[config.mk]
export PLATFORM = sky130hd
export DESIGN_NAME = jtsdram_resp_flat
export DESIGN_NICKNAME = d
export VERILOG_FILES = /design/src/rtl/jtsdram_pkg.sv /design/src/rtl/jtsdram_resp_if.sv /design/src/rtl/jtsdram_refresh.sv /design/src/rtl/jtsdram_resp.sv /design/src/flat_wrapper.sv
export SDC_FILE = /design/constraint.sdc
export NUM_CORES = 1
export LEC_CHECK = 0
export CAP_MARGIN = 20
export CELL_PAD_IN_SITES_DETAIL_PLACEMENT = 0
export CELL_PAD_IN_SITES_GLOBAL_PLACEMENT = 2
export CORE_ASPECT_RATIO = 1.25
export CORE_MARGIN = 1.5
export CORE_UTILIZATION = 36
export CTS_BUF_LIST = sky130_fd_sc_hd__clkbuf_4 sky130_fd_sc_hd__clkbuf_8
export CTS_CLUSTER_DIAMETER = 30
export CTS_CLUSTER_SIZE = 40
export DETAILED_ROUTE_END_ITERATION = 8
export HOLD_SLACK_MARGIN = 0.06
export PLACE_DENSITY_LB_ADDON = 0.08
export SYNTH_ARGS = -nofsm -noshare
export SYNTH_HDL_FRONTEND = slang
export SYNTH_SLANG_ARGS = --single-unit
[constraint.sdc]
create_clock -name clk -period 5.2 [get_ports clk]
set_input_delay 0.52 -clock clk [delete_from_list [all_inputs] [get_ports clk]]
set_output_delay 0.52 -clock clk [all_outputs]
set_load 0.02 [all_outputs]
[src/rtl/jtsdram_pkg.sv]
// jtsdram_pkg: shared address width, FSM states and the address-derived data pattern
package jtsdram_pkg;
   localparam int SDRAM_AW = 22;

   typedef enum logic [2:0] {IDLE, REFRESH, ACK, WAIT, RDY} state_t;

   // Reference pattern shared with testers that check read data
   function automatic logic [15:0] pat(input logic [SDRAM_AW-1:0] a);
      return a[15:0] ^ {10'd0, a[21:16]};
   endfunction
endpackage

[src/rtl/jtsdram_resp_if.sv]
// jtsdram_resp_if: bank-test request/response bus between tester (master) and responder (slave)
interface jtsdram_resp_if;
   import jtsdram_pkg::*;
   logic                rd;
   logic                wr;
   logic [SDRAM_AW-1:0] addr;
   logic                ack;
   logic                rdy;
   logic [31:0]         data_read;
   logic [15:0]         wr_cnt;
   logic                proto_err;
   modport master (output rd, wr, addr, input ack, rdy, data_read, wr_cnt, proto_err);
   modport slave  (input rd, wr, addr, output ack, rdy, data_read, wr_cnt, proto_err);
endinterface

[src/rtl/jtsdram_refresh.sv]
// jtsdram_refresh: refresh interval timer, saturates at PERIOD-1 (due) until cleared
module jtsdram_refresh #(
   parameter int PERIOD = 64
) (
   input  logic clk,
   input  logic rst,
   input  logic clr,
   output logic due
);
   localparam int W = $clog2(PERIOD + 1);
   logic [W-1:0] t;

   assign due = t == W'(PERIOD - 1);

   // Count every cycle, hold at the due value until the FSM services the refresh
   always_ff @(posedge clk) begin
      if (rst || clr) t <= '0;
      else if (!due) t <= t + W'(1);
   end
endmodule

[src/rtl/jtsdram_resp.sv]
// jtsdram_resp: SDRAM stand-in answering rd/wr with address-derived data, fixed latencies and refresh stalls
// Define JTSDRAM_ERRINJ_EN to flip data_read[0] on reads of ERR_ADDR.
module jtsdram_resp
   import jtsdram_pkg::*;
#(
   parameter int                  LATENCY        = 4,
   parameter int                  WR_LATENCY     = 2,
   parameter int                  REFRESH_PERIOD = 64,
   parameter int                  REFRESH_LEN    = 6,
   parameter logic [SDRAM_AW-1:0] ERR_ADDR       = 22'h155
) (
   input logic            clk,
   input logic            rst,
   jtsdram_resp_if.slave  bus
);
`ifdef JTSDRAM_ERRINJ_EN
   localparam bit ERR_EN = 1'b1;
`else
   localparam bit ERR_EN = 1'b0;
`endif

   state_t              state;
   logic [15:0]         cnt, wait_len;
   logic [SDRAM_AW-1:0] lat_addr;
   logic                is_rd, due, clr, done;
   logic [31:0]         rd_data;

   jtsdram_refresh #(.PERIOD(REFRESH_PERIOD)) u_refresh (
      .clk (clk),
      .rst (rst),
      .clr (clr),
      .due (due)
   );

   // Access length, completion condition and the pattern for the latched address
   always_comb begin
      wait_len = is_rd ? 16'(LATENCY - 1) : 16'(WR_LATENCY - 1);
      clr      = state == IDLE && due;
      done     = (state == ACK && wait_len == 16'd0) || (state == WAIT && cnt <= 16'd1);
      rd_data  = {pat(lat_addr + 22'd1), pat(lat_addr)} ^ {31'd0, ERR_EN && lat_addr == ERR_ADDR};
   end

   // Request FSM; ack/rdy are registered so they coincide with the ACK/RDY states
   always_ff @(posedge clk) begin
      if (rst) begin
         state         <= IDLE;
         cnt           <= '0;
         lat_addr      <= '0;
         is_rd         <= 1'b0;
         bus.ack       <= 1'b0;
         bus.rdy       <= 1'b0;
         bus.data_read <= '0;
         bus.wr_cnt    <= '0;
         bus.proto_err <= 1'b0;
      end else begin
         bus.ack <= 1'b0;
         bus.rdy <= 1'b0;
         case (state)
            IDLE: begin
               if (due) begin
                  state <= REFRESH;
                  cnt   <= 16'(REFRESH_LEN - 1);
               end else if (bus.rd || bus.wr) begin
                  state    <= ACK;
                  bus.ack  <= 1'b1;
                  lat_addr <= bus.addr;
                  is_rd    <= bus.rd;
                  if (bus.rd && bus.wr) bus.proto_err <= 1'b1;
               end
            end
            REFRESH: begin
               if (cnt == 16'd0) state <= IDLE;
               else cnt <= cnt - 16'd1;
            end
            ACK: begin
               state <= WAIT;
               cnt   <= wait_len;
            end
            WAIT:    cnt <= cnt - 16'd1;
            default: state <= IDLE;
         endcase
         if (done) begin
            state   <= RDY;
            bus.rdy <= 1'b1;
            if (is_rd) bus.data_read <= rd_data;
            else bus.wr_cnt <= bus.wr_cnt + 16'd1;
         end
      end
   end
endmodule

[src/flat_wrapper.sv]
// flat-port wrapper written by rule: the top's interface ports become plain ports
module jtsdram_resp_flat import jtsdram_pkg::*;
#(
   parameter int                  LATENCY        = 4,
   parameter int                  WR_LATENCY     = 2,
   parameter int                  REFRESH_PERIOD = 64,
   parameter int                  REFRESH_LEN    = 6,
   parameter logic [SDRAM_AW-1:0] ERR_ADDR       = 22'h155
)
  (clk, rst, bus_rd, bus_wr, bus_addr, bus_ack, bus_rdy, bus_data_read, bus_wr_cnt, bus_proto_err);
  jtsdram_resp_if bus_i ();
  input logic clk;
  input logic rst;
  input wire logic [$bits(bus_i.rd)-1:0] bus_rd;
  input wire logic [$bits(bus_i.wr)-1:0] bus_wr;
  input wire logic [$bits(bus_i.addr)-1:0] bus_addr;
  output wire logic [$bits(bus_i.ack)-1:0] bus_ack;
  output wire logic [$bits(bus_i.rdy)-1:0] bus_rdy;
  output wire logic [$bits(bus_i.data_read)-1:0] bus_data_read;
  output wire logic [$bits(bus_i.wr_cnt)-1:0] bus_wr_cnt;
  output wire logic [$bits(bus_i.proto_err)-1:0] bus_proto_err;
  assign bus_i.rd = bus_rd;
  assign bus_i.wr = bus_wr;
  assign bus_i.addr = bus_addr;
  assign bus_ack = bus_i.ack;
  assign bus_rdy = bus_i.rdy;
  assign bus_data_read = bus_i.data_read;
  assign bus_wr_cnt = bus_i.wr_cnt;
  assign bus_proto_err = bus_i.proto_err;
  jtsdram_resp #(.LATENCY(LATENCY), .WR_LATENCY(WR_LATENCY), .REFRESH_PERIOD(REFRESH_PERIOD), .REFRESH_LEN(REFRESH_LEN), .ERR_ADDR(ERR_ADDR)) u_core (.clk(clk), .rst(rst), .bus(bus_i));
endmodule
==> run_results.csv <==
group,metric,value,unit
die,row_count,46,
synthesis,synthArstFlopShare,0,%
drt,viasPerCell,5.12,
timing,layout_worst_path_cycle_share,56.3,%
global_route,grt_pass1_wl,19.6,mm
place,io_buffers,76,
clocking,numCtsBuffers,9,
synthesis,synthCells,519,
timing,maxSlewViolCount,0,
drt,antenna_left,0,
final_layout,final_net_count,618,
synthesis,synthTopCellsByArea,"dfxtp_1 (43%), mux2i_1 (7.7%), nor2_1 (7.1%), xnor2_1 (5.1%), a211oi_2 (3.2%)",
timing,setup-violations-final,0,
final_layout,multi_input_area,2490,um^2
clocking,holdBufCountCts,0,
critical_path,worstPathArrival,3.25,ns
critical_path,crit_type,"reg2reg",
timing,hold_viol_final,0,
clocking,htree_levels,3,
clocking,clock_latency,0.38,ns
timing,slew_headroom,36.1,%
clocking,cts.sinks,100,
synthesis,synth.avg_cell_area,8.99,um^2
outcome,status,"finished clean",
synthesis,syn_area,4660,um^2
synthesis,seq_area_frac_synth,42.9,%
synthesis,yosysUniqueCellTypes,48,
synthesis,synth_area_leader_cell,"dfxtp_1",
synthesis,synth_nets,551,
final_layout,fillers,1290,
synthesis,synth-main-ff-cell,"dfxtp_1",
final_layout,finalInstanceArea,5770,um^2
power_and_ir_drop,pwr_density_cell,442,nW/um^2
synthesis,synth_edf_count,0,
place,dpl_cell_area,5540,um^2
place,gp_congestion,0.827,
final_layout,final_cells,759,
drt,routedWlPerCell,15.8,um
final_layout,syn_to_final_growth,23.6,%
final_layout,antenna_cells,0,
critical_path,worstSetupEndpointType,"flop",
clocking,clock_path_buffers,2,
clocking,postCtsSetupBuffers,0,
die,die_w,105,um
clocking,clk_pin_slew,0.10,ns
critical_path,critPathLaunchType,"flop",
critical_path,critPathRequiredTime,5.53,ns
die,dieArea,13600,um^2
timing,finalSetupTns,0,ns
timing,tightest_slew,0.955,ns
global_route,grt_max_degree,45,
drt,drc,0,
global_route,grt-ovfl-total,0,
final_layout,drive_gt1_share,8.12,%
place,dp_cells,742,
place,hpwl,8.79,mm
synthesis,synth_top_area_share,42.9,%
timing,min_period,2.93,ns
global_route,groute.usage.overall,18.5,%
die,start_util,36.8,%
drt,drtIter0Drc,84,
synthesis,synth_common_cells,"dfxtp_1 (100), nor2_1 (88), mux2i_1 (36), xnor2_1 (27), a21oi_1 (24)",
global_route,grt_pass1_vias,3848,
global_route,antenna_found_initial,0,
die,die_h,130,um
clocking,ctsResizeCount,0,
die,core_area,12700,um^2
clocking,cts_root_buf,"clkbuf_8",
synthesis,yosysWarnings,0,
power_and_ir_drop,power.total,0.00255,W
synthesis,synth.most_common_cell,"dfxtp_1",
drt,dr.pass1.iters,4,
clocking,cts_tree,"done",
timing,finClkSkew,0.00952,ns
drt,num_vias,3886,
final_layout,final_core_util,45.5,%
timing,grt_setup_unrepaired,"false",
critical_path,crit_fanout,15,
final_layout,regArea,2000,um^2
die,io_pins,77,
power_and_ir_drop,max-vdd-ir-drop,149,uV
flow_run,cap_violations,0,
drt,wirelength,12.0,mm
synthesis,ys_seq_elements,100,
timing,fmax,0.342,GHz
min_path,hold_class,"reg2reg",
power_and_ir_drop,p_leak,2.13,nW
[cell families (layout without fill, tap and decap cells)]
family / count (synthesis) / count (layout) / share of synthesized area [%]
compound gates: 78 / 78 / 12.2
simple gates: 221 / 221 / 24.6
xor+xnor: 39 / 39 / 7.32
mux: 36 / 36 / 7.73
flops: 100 / 100 / 42.9
fa+ha+maj: 6 / 6 / 1.61
buf+inv: 39 / 111 / 3.68
[layout make-up]
cell class / instances / share of cell area, %
clock buffers: 9 / 2.15
clock inverters: 7 / 1.67
inverters: 15 / 0.977
multi-input cells: 380 / 43.3
flip-flops and latches: 100 / 34.7
well taps: 168 / 3.65
repair buffers: 80 / 13.6
[state kept, by name (all words and copies together) (netlist names)]
signal / count
u_core.bus.data_read: 32
u_core.state: 3
u_core.lat_addr: 22
u_core.cnt: 16
u_core.bus.wr_cnt: 16
u_core.u_refresh.t: 7
u_core.bus.rdy: 1
u_core.bus.ack: 1
u_core.bus.proto_err: 1
u_core.is_rd: 1
[worst paths after layout]
check	startpoint	to	slack, ns	cells after the start
max	u_core.cnt[2]$_SDFFE_PP0P_	u_core.bus.data_read[17]$_SDFFE_PP0P_	2.27	5
min reg2reg	u_core.cnt[1]$_SDFFE_PP0P_	u_core.cnt[1]$_SDFFE_PP0P_	0.49	2
min	u_core.cnt[1]$_SDFFE_PP0P_	u_core.cnt[1]$_SDFFE_PP0P_	0.49	2
max reg2reg	u_core.cnt[2]$_SDFFE_PP0P_	u_core.bus.data_read[17]$_SDFFE_PP0P_	2.27	5
[critical path, cell delays in order (launching register included)]
cell and delay (ns):
dfxtp_1 0.37, or4_1 0.61, nor2_1 0.40, nand4_1 0.85
nor4_1 0.49, a31o_2 0.16
[layout by cell type, fill, tap and decap left out, types with 5 or more instances in the layout]
master	instances
clkdlybuf4s50_1	75
nor2_1	88
inv_1	15
nand2_1	22
and3_1	5
a211oi_2	12
clkbuf_8	9
mux2i_1	36
or2_2	6
a211oi_1	10
xor2_1	12
or3_1	8
nand3_1	19
ha_1	6
dfxtp_1	100
or4_1	10
o31ai_1	5
nor3_1	8
and2_1	5
and4_1	6
o21ai_0	11
nand4_1	15
xnor2_1	27
a21oi_1	24
nand2b_1	6
nor4_1	13
[through the flow]
stage	hold WS (ns)	worst slack [ns]
2_1_floorplan	0.446	2.80
3_3_place_gp	0.460	2.38
3_5_place_dp	0.471	2.26
4_1_cts	0.487	2.23
5_1_grt	0.514	2.05
6_report	0.487	2.27
[where the power goes]
part | switching (W) | internal [W]
logic | 0.000575 | 0.000372
registers | 0.000152 | 0.000882
clock network | 0.000291 | 0.000275
total | 0.00102 | 0.00153
[per-layer routing]
metal / up-vias / track usage, % / share of wire (%) / routed length [um]
met1: 1820 / 20.9 / 42 / 5050
met2: 71 / 34.7 / 53 / 6330
li1: 1979 / - / - / -
met5: - / 0 / 0 / 0
met3: 16 / 2.70 / 3.0 / 356
met4: 0 / 7.74 / 2.0 / 237
Note: power is estimated with default switching activity, not from simulation.
